**src/rtl/lsu_ctrl.sv**
```systemverilog
// lsu_ctrl: load/store control stage between EXU and the data memory port.
//
// Accepts one memory operation per EXU handshake, checks alignment and memop
// legality, drives an aligned word request with byte mask and lane-replicated
// store data, waits a variable number of cycles for mem_ack (bounded by
// MAX_WAIT), then extracts/extends load data and presents the result to WBU.
//
// Ports:
//   clk, rst_n          clock, synchronous active-low reset
//   in_valid/in_ready   EXU handshake
//   in_ren, in_wen      load / store (both set = load, neither = no-op)
//   in_memop            000 b, 001 h, 010 w, 100 bu, 101 hu
//   in_addr, in_wdata   byte address and store data
//   in_rd               destination tag, passed through to out_rd
//   out_valid/out_ready WBU handshake
//   out_rdata, out_rd   extended load data and tag
//   out_err             00 ok, 01 misaligned/illegal, 10 timeout
//   mem_req..mem_wmask  memory request, held until mem_ack
//   mem_ack, mem_rdata  one-cycle completion pulse with aligned read word
module lsu_ctrl #(
    parameter int unsigned MAX_WAIT = 255
) (
    input  logic        clk,
    input  logic        rst_n,
    input  logic        in_valid,
    output logic        in_ready,
    input  logic        in_ren,
    input  logic        in_wen,
    input  logic [2:0]  in_memop,
    input  logic [31:0] in_addr,
    input  logic [31:0] in_wdata,
    input  logic [4:0]  in_rd,
    output logic        out_valid,
    input  logic        out_ready,
    output logic [31:0] out_rdata,
    output logic [4:0]  out_rd,
    output logic [1:0]  out_err,
    output logic        mem_req,
    output logic        mem_we,
    output logic [31:0] mem_addr,
    output logic [31:0] mem_wdata,
    output logic [3:0]  mem_wmask,
    input  logic        mem_ack,
    input  logic [31:0] mem_rdata
);

    typedef enum logic [1:0] {IDLE, REQ, DONE} state_t;

    localparam logic [15:0] WAIT_LAST = 16'(MAX_WAIT - 1);

    state_t      state;
    logic [15:0] wait_cnt;
    logic [2:0]  op_q;
    logic [1:0]  off_q;

    // Acceptance-time decode
    logic        is_load, is_noop, bad_op, misal;
    logic [31:0] st_data;
    logic [3:0]  st_mask;

    always_comb begin
        is_noop = ~in_ren & ~in_wen;
        is_load = in_ren;  // ren+wen together is a load
        // 011/110/111 are undefined; bu/hu only make sense on loads
        bad_op  = (in_memop == 3'b011) || (in_memop[2] && in_memop[1]) ||
                  (!is_load && in_memop[2]);
        misal   = (in_memop[1:0] == 2'b01 && in_addr[0]) ||
                  (in_memop[1:0] == 2'b10 && in_addr[1:0] != 2'b00);
        case (in_memop[1:0])
            2'b00: begin
                st_data = {4{in_wdata[7:0]}};
                st_mask = 4'b0001 << in_addr[1:0];
            end
            2'b01: begin
                st_data = {2{in_wdata[15:0]}};
                st_mask = 4'b0011 << in_addr[1:0];
            end
            default: begin
                st_data = in_wdata;
                st_mask = 4'b1111;
            end
        endcase
    end

    // Load extraction from the latched memop and byte offset
    logic [7:0]  ld_b;
    logic [15:0] ld_h;
    logic [31:0] ld_val;

    always_comb begin
        case (off_q)
            2'd0:    ld_b = mem_rdata[7:0];
            2'd1:    ld_b = mem_rdata[15:8];
            2'd2:    ld_b = mem_rdata[23:16];
            default: ld_b = mem_rdata[31:24];
        endcase
        ld_h = off_q[1] ? mem_rdata[31:16] : mem_rdata[15:0];
        case (op_q)
            3'b000:  ld_val = {{24{ld_b[7]}}, ld_b};
            3'b100:  ld_val = {24'h0, ld_b};
            3'b001:  ld_val = {{16{ld_h[15]}}, ld_h};
            3'b101:  ld_val = {16'h0, ld_h};
            default: ld_val = mem_rdata;
        endcase
    end

    always_ff @(posedge clk) begin
        if (!rst_n) begin
            state     <= IDLE;
            wait_cnt  <= '0;
            op_q      <= '0;
            off_q     <= '0;
            in_ready  <= 1'b1;
            out_valid <= 1'b0;
            out_rdata <= '0;
            out_rd    <= '0;
            out_err   <= 2'b00;
            mem_req   <= 1'b0;
            mem_we    <= 1'b0;
            mem_addr  <= '0;
            mem_wdata <= '0;
            mem_wmask <= '0;
        end else begin
            case (state)
                IDLE: begin
                    if (in_valid) begin
                        in_ready <= 1'b0;
                        op_q     <= in_memop;
                        off_q    <= in_addr[1:0];
                        out_rd   <= in_rd;
                        wait_cnt <= '0;
                        if (is_noop || bad_op || misal) begin
                            // No memory access; result is ready next cycle
                            state     <= DONE;
                            out_valid <= 1'b1;
                            out_rdata <= '0;
                            out_err   <= is_noop ? 2'b00 : 2'b01;
                        end else begin
                            state     <= REQ;
                            mem_req   <= 1'b1;
                            mem_we    <= ~is_load;
                            mem_addr  <= in_addr & 32'hFFFF_FFFC;
                            mem_wdata <= is_load ? 32'h0 : st_data;
                            mem_wmask <= is_load ? 4'h0 : st_mask;
                        end
                    end
                end
                REQ: begin
                    // Ack is checked first so an ack on the last allowed
                    // cycle still completes successfully.
                    if (mem_ack) begin
                        state     <= DONE;
                        mem_req   <= 1'b0;
                        mem_we    <= 1'b0;
                        out_valid <= 1'b1;
                        out_err   <= 2'b00;
                        out_rdata <= mem_we ? 32'h0 : ld_val;
                    end else if (wait_cnt == WAIT_LAST) begin
                        state     <= DONE;
                        mem_req   <= 1'b0;
                        mem_we    <= 1'b0;
                        out_valid <= 1'b1;
                        out_err   <= 2'b10;
                        out_rdata <= '0;
                    end else begin
                        wait_cnt <= wait_cnt + 16'd1;
                    end
                end
                DONE: begin
                    if (out_ready) begin
                        state     <= IDLE;
                        in_ready  <= 1'b1;
                        out_valid <= 1'b0;
                        out_rdata <= '0;
                        out_rd    <= '0;
                        out_err   <= 2'b00;
                    end
                end
                default: state <= IDLE;
            endcase
        end
    end

endmodule

```
**config.mk**
```make
export PLATFORM = sky130hd
export DESIGN_NAME = lsu_ctrl
export DESIGN_NICKNAME = d
export VERILOG_FILES = /design/src/rtl/lsu_ctrl.sv
export SDC_FILE = /design/constraint.sdc
export NUM_CORES = 1
export LEC_CHECK = 0
export BUFFER_PORTS_ARGS = -buffer_cell sky130_fd_sc_hd__buf_2
export CAP_MARGIN = 20
export CORE_MARGIN = 2
export CORE_UTILIZATION = 39
export DETAILED_ROUTE_END_ITERATION = 6
export SYNTH_ARGS = -nofsm -noshare
export SYNTH_HDL_FRONTEND = slang
export SYNTH_SLANG_ARGS = --single-unit
```
**constraint.sdc**
```tcl
create_clock -name clk -period 2.5 [get_ports clk]
set_input_delay 0.625 -clock clk [delete_from_list [all_inputs] [get_ports clk]]
set_output_delay 0.625 -clock clk [all_outputs]
set_load 0.005 [all_outputs]
```
==> flow_summary_export.csv, run 1 <==
group,metric,value,unit
die,die_w,132,µm
drt,viasPerCell,5.11,
finish,mostFrequentLayoutCells,"218 x buf_2, 158 x nand2_1, 132 x dfxtp_1",
drt,drc,0,
pwr,powerDensity,698,nW/µm²
die,row_count,46,
synth,netlist_area,6360,µm²
die,die-area,17400,µm²
die,core,15900,µm²
place,routabilityCongestion,0.809,
die,die_y,132,µm
global_route,grt_max_degree,63,
clocking,cts_max_path_buffers,2,
sta,finalCritPeriodShare,87.7,%
drt,num_vias,6110,
synth,synth_area_leaders,"dfxtp_1 42%, nand2_1 9.4%, a21boi_0 8.5%",
clocking,clkTransAtPathRegs,0.06,ns
drt,drt_iter0_markers,395,
drt,wl,18600,µm
critical_path,r2r-start,"wait_cnt[8]",
critical_path,rr_worst_depth,5,
min_path,holdPathEnd,"out_rd[4]",
sta,rsz0062_at_grt,"no",
synth,yosysWarnings,0,
global_route,grt_pass1_vias,5761,
critical_path,crit_family,"simple AND/OR/NAND/NOR gates",
min_path,hp-class,"in2reg",
synth,synth_cells,764,
global_route,grtUsageTotal,21.1,%
synth,synth_top_area_cell,"dfxtp_1",
synth,synthArstFlopShare,0,%
finish,nets,1083,
global_route,antenna_found_initial,1,
run,drv_cap,0,
synth,synth_edf_count,0,
pwr,ir_drop,0.500,mV
drt,firstDrtPassIters,5,
place,dp.cells,1164,
sta,finalSetupViolations,0,
finish,final_cells,1196,
run_status,outcome,"finished clean",
sta,worstMarginPinSlew,0.837,ns
pwr,p_leak,3.59,nW
critical_path,crit_required,2.86,ns
synth,synth_top_area_share,41.5,%
clocking,clock-root-buffer,"clkbuf_16",
clocking,numCtsBuffers,17,
synth,ys.flop_type,"dfxtp_1",
min_path,min-delay-start,"in_rd[4]",
sta,drv_slew,0,
sta,finalHoldViolCount,0,
critical_path,critPathLaunchType,"flip-flop",
clocking,cts_tree,"yes",
min_path,whs_path_depth,3,
finish,final_layout_size_suffix_gt1_share,29.2,%
sta,tns,0,ns
finish,final_common_cell,"buf_2",
critical_path,rr_endpoint,"out_rdata[11]",
finish,syn_to_final_growth,31.7,%
global_route,grt_overflow_total,0,
critical_path,ff2ff_setup_slack,0.31,ns
drt,wl_per_cell,15.5,µm
drt,postRouteAntennaNets,0,
clocking,htree_levels,4,
die,start_util,39.9,%
synth,ys_seq_area_share,41.5,%
critical_path,worstSetupPathType,"reg2reg",
critical_path,critPathBufInv,0,
pwr,power,5.85,mW
clocking,cts_sinks,132,
place,port_buffers,219,
clocking,postCtsSetupBuffers,0,
critical_path,slowest_delay,0.63,ns
synth,synth.distinct_cells,56,
sta,period_minus_slack,2.19,ns
critical_path,crit_chain,"or4_4 > nor4_4 > o21ai_2 > nor3_1 > a32o_1",
sta,finClkSkew,0.0122,ns
sta,relSlewSlack,44.0,%
critical_path,cp_max_fo,6,
critical_path,critPathArrivalTime,2.56,ns
critical_path,cp_slowest_cell,"nor3_1",
finish,num-fill-cells,1588,
clocking,cts_resized,0,
critical_path,end_kind,"flip-flop",
global_route,grt_pass1_wl,29700,µm
clocking,clkLatencyLatePin,0.43,ns
sta,max_freq,456,MHz
place,hpwl,13500,µm
clocking,postCtsHoldBufs,0,
die,pin_count,222,
synth,ys_ff_latch,132,
synth,avgSynthCellArea,8.33,µm²
## worst register-to-register path: stages (launching register included)
cell and delay (ns):
dfxtp_1 0.35, or4_4 0.56, nor4_4 0.26, o21ai_2 0.13, nor3_1 0.63, a32o_1 0.21
## routing by layer
metal  wire, µm  track usage (%)
met5          0                0
met1       8380             26.7
met3        997             6.54
met4        252             5.56
met2       8950             34.9
## synthesized netlist by cell type (all sizes together), types with 13 or more instances
cell type and number:
mux2i 43, nor2 48, o31ai 17, clkbuf 50
or3 34, buf 13, nand2 159, dfxtp 132
o211ai 23, a21boi 72, o21ai 22, inv 16
a21oi 18
## report_power, final
part | leakage, nW | switching, mW | internal, mW
clock network | 0.306 | 0.946 | 1.79
logic | 2.21 | 0.521 | 0.373
registers | 1.07 | 0.0465 | 2.18
total | 3.59 | 1.51 | 4.34
## flip-flops by register name (all words and copies together) (netlist names), 3 cells and up
name       count
op_q           3
mem_wmask      4
out_rd         5
mem_wdata     32
wait_cnt      16
out_rdata     32
mem_addr      30
## worst max-delay path by stage
stage,start,endpoint,slack [ns],cells after the start
5_1_grt,wait_cnt[8],out_rdata[9],0.16,5
2_1_floorplan,mem_rdata[31],out_rdata[21],0.25,6
6_report,wait_cnt[8],out_rdata[11],0.31,5
3_3_place_gp,in_addr[1],mem_wdata[27],0.26,7
4_1_cts,wait_cnt[8],out_rdata[13],0.32,5
3_5_place_dp,in_addr[1],mem_wdata[16],0.17,7
## cell families (layout without fill, tap and decap cells)
group	count (synthesis)	in the layout	synth area share [%]
simple gates	299	299	21.6
other cells	1	3	0.0589
fa+ha+maj	5	5	0.983
buf+inv	79	293	5.21
flops	132	132	41.5
mux	46	46	7.47
compound gates	198	198	22.6
xor+xnor	4	4	0.550
## metrics by stage
stage / setup slack, ns / hold WS (ns) / cell area (µm²) / util [%]
global placement: 0.262 / 0.447 / 7730 / 48.5
floorplan: 0.249 / 0.443 / 6370 / -
detailed placement: 0.172 / 0.450 / 7730 / 48.5
CTS: 0.315 / 0.416 / 8380 / 52.6
finish: 0.308 / 0.431 / 8380 / 52.6
global route: 0.160 / 0.429 / 8380 / 52.6
## final cells by class
class	count	area, µm²	share of cell area (%)
clock buffers	19	443	5.28
inverters	16	60.1	0.716
diodes	1	2.50	0.0299
well taps	216	270	3.22
flip-flops and latches	132	2640	31.5
clock inverters	12	204	2.43
repair buffers	246	1360	16.3
multi-input cells	554	3400	40.5
Power figures use the tool's default switching activity.
==> run 2, diff against run 1 <==
==> constraint.sdc (replaced) <==
create_clock -name clk -period 2.8 [get_ports clk]
set_input_delay 0.7 -clock clk [delete_from_list [all_inputs] [get_ports clk]]
set_output_delay 0.7 -clock clk [all_outputs]
set_load 0.005 [all_outputs]
==> run 2 against run 1 <==
Sequential share of layout area rose by 0.43 points; first-iteration DRC count grew 3.8%; final cell count is the same; die area stayed put; critical path depth unchanged; design area fell by 1.3%; sequential power is 11% lower; critical endpoint is now out_rdata[12]; largest power group unchanged.
==> flow_summary_export.csv, run 2 (synthesis results as in run 1) <==
group,metric,value,unit
die,die-area,17400,µm²
sta,worstMarginPinSlew,0.693,ns
global_route,grt_overflow_total,0,
min_path,hp-class,"reg2reg",
clocking,cts_tree,"yes",
drt,viasPerCell,5.12,
sta,finalHoldViolCount,0,
sta,rsz0062_at_grt,"no",
critical_path,worstSetupPathType,"reg2reg",
clocking,postCtsSetupBuffers,0,
clocking,cts_max_path_buffers,2,
drt,wl_per_cell,15.6,µm
sta,finalSetupViolations,0,
drt,drc,0,
global_route,grt-busiest-layer,"met2",
clocking,cts_resized,0,
sta,tns,0,ns
clocking,htree_levels,4,
finish,num-fill-cells,1575,
finish,diodes,0,
place,hpwl,13600,µm
pwr,p_leak,3.55,nW
place,pre_cts_ws,0.407,ns
clocking,cts_sinks,132,
clocking,postCtsHoldBufs,0,
sta,finalCritPeriodShare,80.2,%
clocking,numCtsBuffers,17,
run,drv_cap,0,
finish,fin_area,8270,µm²
place,routabilityCongestion,0.817,
global_route,grt_pass1_vias,5812,
die,core,15900,µm²
sta,setup_ws,0.555,ns
critical_path,r2r-start,"wait_cnt[8]",
global_route,grt_use_met3,5.23,%
clocking,clkTransAtPathRegs,0.06,ns
place,place_area,7680,µm²
sta,finClkSkew,0.00582,ns
die,row_count,46,
die,start_util,39.9,%
pwr,ir_drop,0.423,mV
drt,drt_iter0_markers,410,
global_route,antenna_found_initial,0,
critical_path,critPathLaunch,"wait_cnt[8]",
die,die_y,132,µm
pwr,powerDensity,599,nW/µm²
drt,firstDrtPassIters,4,
finish,syn_to_final_growth,29.9,%
clocking,clkLatencyLatePin,0.41,ns
global_route,grtUsageTotal,21.3,%
critical_path,end_kind,"flip-flop",
clocking,clock-root-buffer,"clkbuf_16",
sta,max_freq,445,MHz
sta,relSlewSlack,53.4,%
critical_path,critPathArrivalTime,2.60,ns
die,pin_count,222,
critical_path,cp_max_fo,8,
finish,top_regs,"mem_wdata: 32 flops, out_rdata: 32 flops, mem_addr: 30 flops",
die,die_w,132,µm
sta,fin_hold_ws,0.455,ns
place,port_buffers,219,
drt,postRouteAntennaNets,0,
finish,final_cells,1196,
global_route,grt_max_degree,85,
drt,wl,18600,µm
place,dp.cells,1164,
finish,nets,1083,
finish,final_layout_size_suffix_gt1_share,29.4,%
critical_path,crit_required,3.15,ns
critical_path,critPathLaunchType,"flip-flop",
global_route,grt_util_met1,27.4,%
global_route,grt_use_met2,34.4,%
finish,final_common_cell,"buf_2",
drt,num_vias,6125,
finish,mostFrequentLayoutCells,"218 x buf_2, 158 x nand2_1, 132 x dfxtp_1",
sta,drv_slew,0,
run_status,outcome,"finished clean",
min_path,min-delay-start,"out_rdata[0]",
global_route,grt_pass1_wl,30000,µm
sta,period_minus_slack,2.25,ns
-- run 2: path summary, 6_finish.rpt --
| check | to | slack (ns) | cells past startpoint |
|---|---|---|---|
| setup / recovery | out_rdata[12] | 0.55 | 5 |
| hold / removal | out_rdata[0] | 0.46 | 2 |
| setup reg to reg | out_rdata[12] | 0.55 | 5 |
| hold reg to reg | out_rdata[0] | 0.46 | 2 |
-- run 2: critical path, cell delays in order, from the launching register on --
cell and delay (ns):
dfxtp_1 0.35, or4_4 0.56, nor4_4 0.27, o21ai_2 0.18, nor3_1 0.62, a32o_1 0.20
-- run 2: per-stage QoR --
stage | power, mW | util [%]
2_1_floorplan | 2.50 | -
3_3_place_gp | 2.80 | 48.2
3_5_place_dp | 2.80 | 48.2
4_1_cts | 5.01 | 51.9
5_1_grt | 5.17 | 51.9
6_report | 4.95 | 51.9
-- run 2: area by class of cell --
type | instances | area [µm²] | share of cell area [%]
Clock inverter | 13 | 134 | 1.62
Sequential cell | 132 | 2640 | 32.0
Clock buffer | 19 | 453 | 5.48
Inverter | 16 | 60.1 | 0.726
Timing Repair Buffer | 246 | 1310 | 15.9
Tap cell | 216 | 270 | 3.27
Multi-Input combinational cell | 554 | 3400 | 41.1
-- run 2: power by group --
part	internal [mW]	switching [mW]
logic	0.310	0.465
clock network	1.35	0.846
registers	1.94	0.0399
total	3.60	1.35
-- run 2: layer usage --
metal  vias to the layer above  routed length [µm]
met2                       158                8840
met3                        30                 959
li1                       3103                   -
met1                      2834                8360
met4                         0                 458
met5                         -                   0
==> run 3, diff against run 2 <==
--- a/config.mk
+++ b/config.mk
@@ -5,11 +5,13 @@
 export SDC_FILE = /design/constraint.sdc
 export NUM_CORES = 1
 export LEC_CHECK = 0
+export ABC_AREA = 1
 export BUFFER_PORTS_ARGS = -buffer_cell sky130_fd_sc_hd__buf_2
 export CAP_MARGIN = 20
 export CORE_MARGIN = 2
 export CORE_UTILIZATION = 39
 export DETAILED_ROUTE_END_ITERATION = 6
+export PLACE_DENSITY = 0.67
 export SYNTH_ARGS = -nofsm -noshare
 export SYNTH_HDL_FRONTEND = slang
 export SYNTH_SLANG_ARGS = --single-unit
==> constraint.sdc (replaced) <==
create_clock -name clk -period 2 [get_ports clk]
set_input_delay 0.5 -clock clk [delete_from_list [all_inputs] [get_ports clk]]
set_output_delay 0.5 -clock clk [all_outputs]
set_load 0.005 [all_outputs]
==> run 3 against run 2 <==
Sequential share of layout area fell by 1.4 points; highest routed layer unchanged; wire length rose by 5.6%; synthesized area rose by 4.3%; utilization rose by 0.15 points; final cell count rose by 20%; critical path depth rose by 6; largest power group unchanged; critical endpoint is now out_rdata[16].
==> flow_summary_export.csv, run 3 <==
group,metric,value,unit
finish,seq_area,2640,µm²
place,hpwl,14500,µm
synth,synth_top_area_share,39.8,%
synth,ys_ff_latch,132,
drt,drt_iter0_markers,338,
drt,drc,0,
pwr,ir_drop,0.600,mV
critical_path,path_common_cell,"nand2_1",
clocking,cts_tree,"yes",
finish,diodes,0,
clocking,cts_sinks,132,
finish,syn_to_final_growth,30.4,%
sta,fin_hold_ws,0.332,ns
sta,finClkSkew,0.00881,ns
min_path,hp-class,"in2reg",
place,routabilityCongestion,0.893,
sta,finalHoldViolCount,0,
pwr,p_int,5.49,mW
finish,mostFrequentLayoutCells,"219 x buf_2, 201 x nor2_1, 189 x nand2_1",
critical_path,slowest_delay,0.44,ns
finish,num-fill-cells,1698,
finish,final_layout_size_suffix_gt1_share,25.2,%
place,port_buffers,219,
critical_path,critPathLaunchType,"flip-flop",
global_route,grt_pass1_vias,6477,
global_route,grtUsageTotal,21.8,%
synth,synth_cells,989,
clocking,clkTransAtPathRegs,0.07,ns
synth,yosysMostFrequentCell,"nor2_1",
sta,period_minus_slack,1.79,ns
synth,synthArstFlopShare,0,%
synth,synth.distinct_cells,37,
die,die_y,134,µm
synth,synth_area_leaders,"dfxtp_1 40%, nor2_1 11%, nand2_1 11%",
run_status,outcome,"finished clean",
sta,rsz0062_at_grt,"no",
critical_path,crit_required,2.31,ns
synth,ys.flop_type,"dfxtp_1",
synth,synth_edf_count,0,
synth,yosysWarnings,0,
finish,final_cells,1433,
die,die_w,134,µm
finish,nets,1316,
clocking,clock-root-buffer,"clkbuf_16",
finish,final_common_cell,"buf_2",
critical_path,cp_slowest_cell,"dfxtp_1",
drt,wl_per_cell,13.7,µm
critical_path,worstSetupPathType,"reg2reg",
global_route,grt_max_degree,45,
synth,avgSynthCellArea,6.71,µm²
pwr,combPwrFrac,23.5,%
sta,max_freq,559,MHz
clocking,numCtsBuffers,17,
sta,finalSetupViolations,0,
sta,drv_slew,0,
finish,multiInputGateArea,3380,µm²
place,dp.cells,1401,
synth,synth_top_area_cell,"dfxtp_1",
drt,postRouteAntennaNets,0,
die,pin_count,222,
global_route,antenna_found_initial,1,
critical_path,cp_max_fo,26,
critical_path,crit_chain,"inv_1 > ha_1 > nand3_1 > nor2_2 > nand2_1 > nand3_4 > nand3_4 > buf_12 > nand2_1 > nand2_1 > nor2_1",
synth,ys_seq_area_share,39.8,%
global_route,grt_overflow_total,0,
pwr,switching_share,31.8,%
die,row_count,47,
finish,top_regs,"mem_wdata: 32 flops, out_rdata: 32 flops, mem_addr: 30 flops",
pwr,power.switching,2.56,mW
critical_path,critPathBufInv,2,
die,die-area,18100,µm²
drt,wl,19600,µm
clocking,clkLatencyLatePin,0.42,ns
pwr,clkPwrFrac,38.3,%
pwr,p_seq_share,38.2,%
drt,viasPerCell,4.85,
synth,netlist_area,6640,µm²
critical_path,end_kind,"flip-flop",
critical_path,critPathArrivalTime,2.10,ns
clocking,htree_levels,4,
sta,tns,0,ns
synth,synth_commonest_cells,"201 x nor2_1, 189 x nand2_1, 132 x dfxtp_1",
die,core,16600,µm²
drt,num_vias,6952,
sta,finalCritPeriodShare,89.4,%
pwr,powerDensity,929,nW/µm²
pwr,p_leak,4.20,nW
global_route,grt_pass1_wl,31800,µm
clocking,cts_max_path_buffers,2,
die,start_util,39.9,%
drt,firstDrtPassIters,4,
run,drv_cap,0,
critical_path,crit_family,"simple AND/OR/NAND/NOR gates",
run 3: metrics by stage:
| step | total power [mW] | instance area, µm² | utilization (%) | worst slack, ns |
|---|---|---|---|---|
| after floorplan | 4.28 | 6640 | - | 0.394 |
| after global placement | 4.99 | 8070 | 48.5 | 0.115 |
| after detailed placement | 5.01 | 8070 | 48.5 | 0.0731 |
| after CTS | 8.11 | 8650 | 52.0 | 0.157 |
| after global routing | 8.55 | 8660 | 52.0 | 0.0252 |
| final | 8.05 | 8660 | 52.0 | 0.212 |
run 3: worst paths after layout:
check               startpoint            end  slack (ns)  depth (start not counted)
hold / removal     in_addr[18]   mem_addr[18]        0.33                          3
setup reg to reg   wait_cnt[0]  out_rdata[16]        0.21                         11
setup / recovery   wait_cnt[0]  out_rdata[16]        0.21                         11
hold reg to reg   mem_wdata[5]   mem_wdata[5]        0.46                          2
run 3: layout make-up:
type,count,share of cell area (%)
Clock buffer,18,5.07
Tap cell,220,3.18
Inverter,82,3.58
Timing Repair Buffer,254,17.0
Multi-Input combinational cell,713,39.0
Sequential cell,132,30.5
Clock inverter,14,1.65
run 3: power by group through the flow:
stage               Sequential, mW  Combinational, mW  Clock (mW)
finish                        3.07               1.89        3.08
global route                  3.11               2.16        3.28
CTS                           3.07               1.89        3.14
detailed placement            3.13               1.88           0
global placement              3.13               1.86           0
floorplan                     3.14               1.14           0
run 3: routing by layer:
layer	global-route usage (%)	wire [µm]	up-vias	share of wire, %
met5	0	0	-	0
li1	-	-	3621	-
met3	6.42	1550	20	7.9
met1	28.3	8900	3090	45
met4	6.43	261	0	1.3
met2	35.3	8930	221	45
run 3: worst reg2reg max path: cells and delay by family (launching register included):
| kind | cells | cell delay [ns] |
|---|---|---|
| adders and majority gates | 1 | 0.21 |
| DFF | 1 | 0.44 |
| buffers and inverters | 2 | 0.26 |
| and+or+nand+nor | 8 | 0.78 |
run 3: cell families after synthesis:
logic type	count (synthesis)	synth area share, %
AO/OA/AOI/OAI	234	19.7
XOR/XNOR	7	0.923
adder cells (fa/ha/maj)	5	0.942
buffers and inverters	145	9.52
flip-flops	132	39.8
other	1	0.0565
AND/OR/NAND/NOR	465	29.0
run 3: repair_timing:
| action | CTS | global route |
|---|---|---|
| setup buffers | 0 | 0 |
| endpoints found under the setup margin | 0 | 4 |
| gates resized for setup | 0 | 2 |
| hold buffers | 0 | 0 |
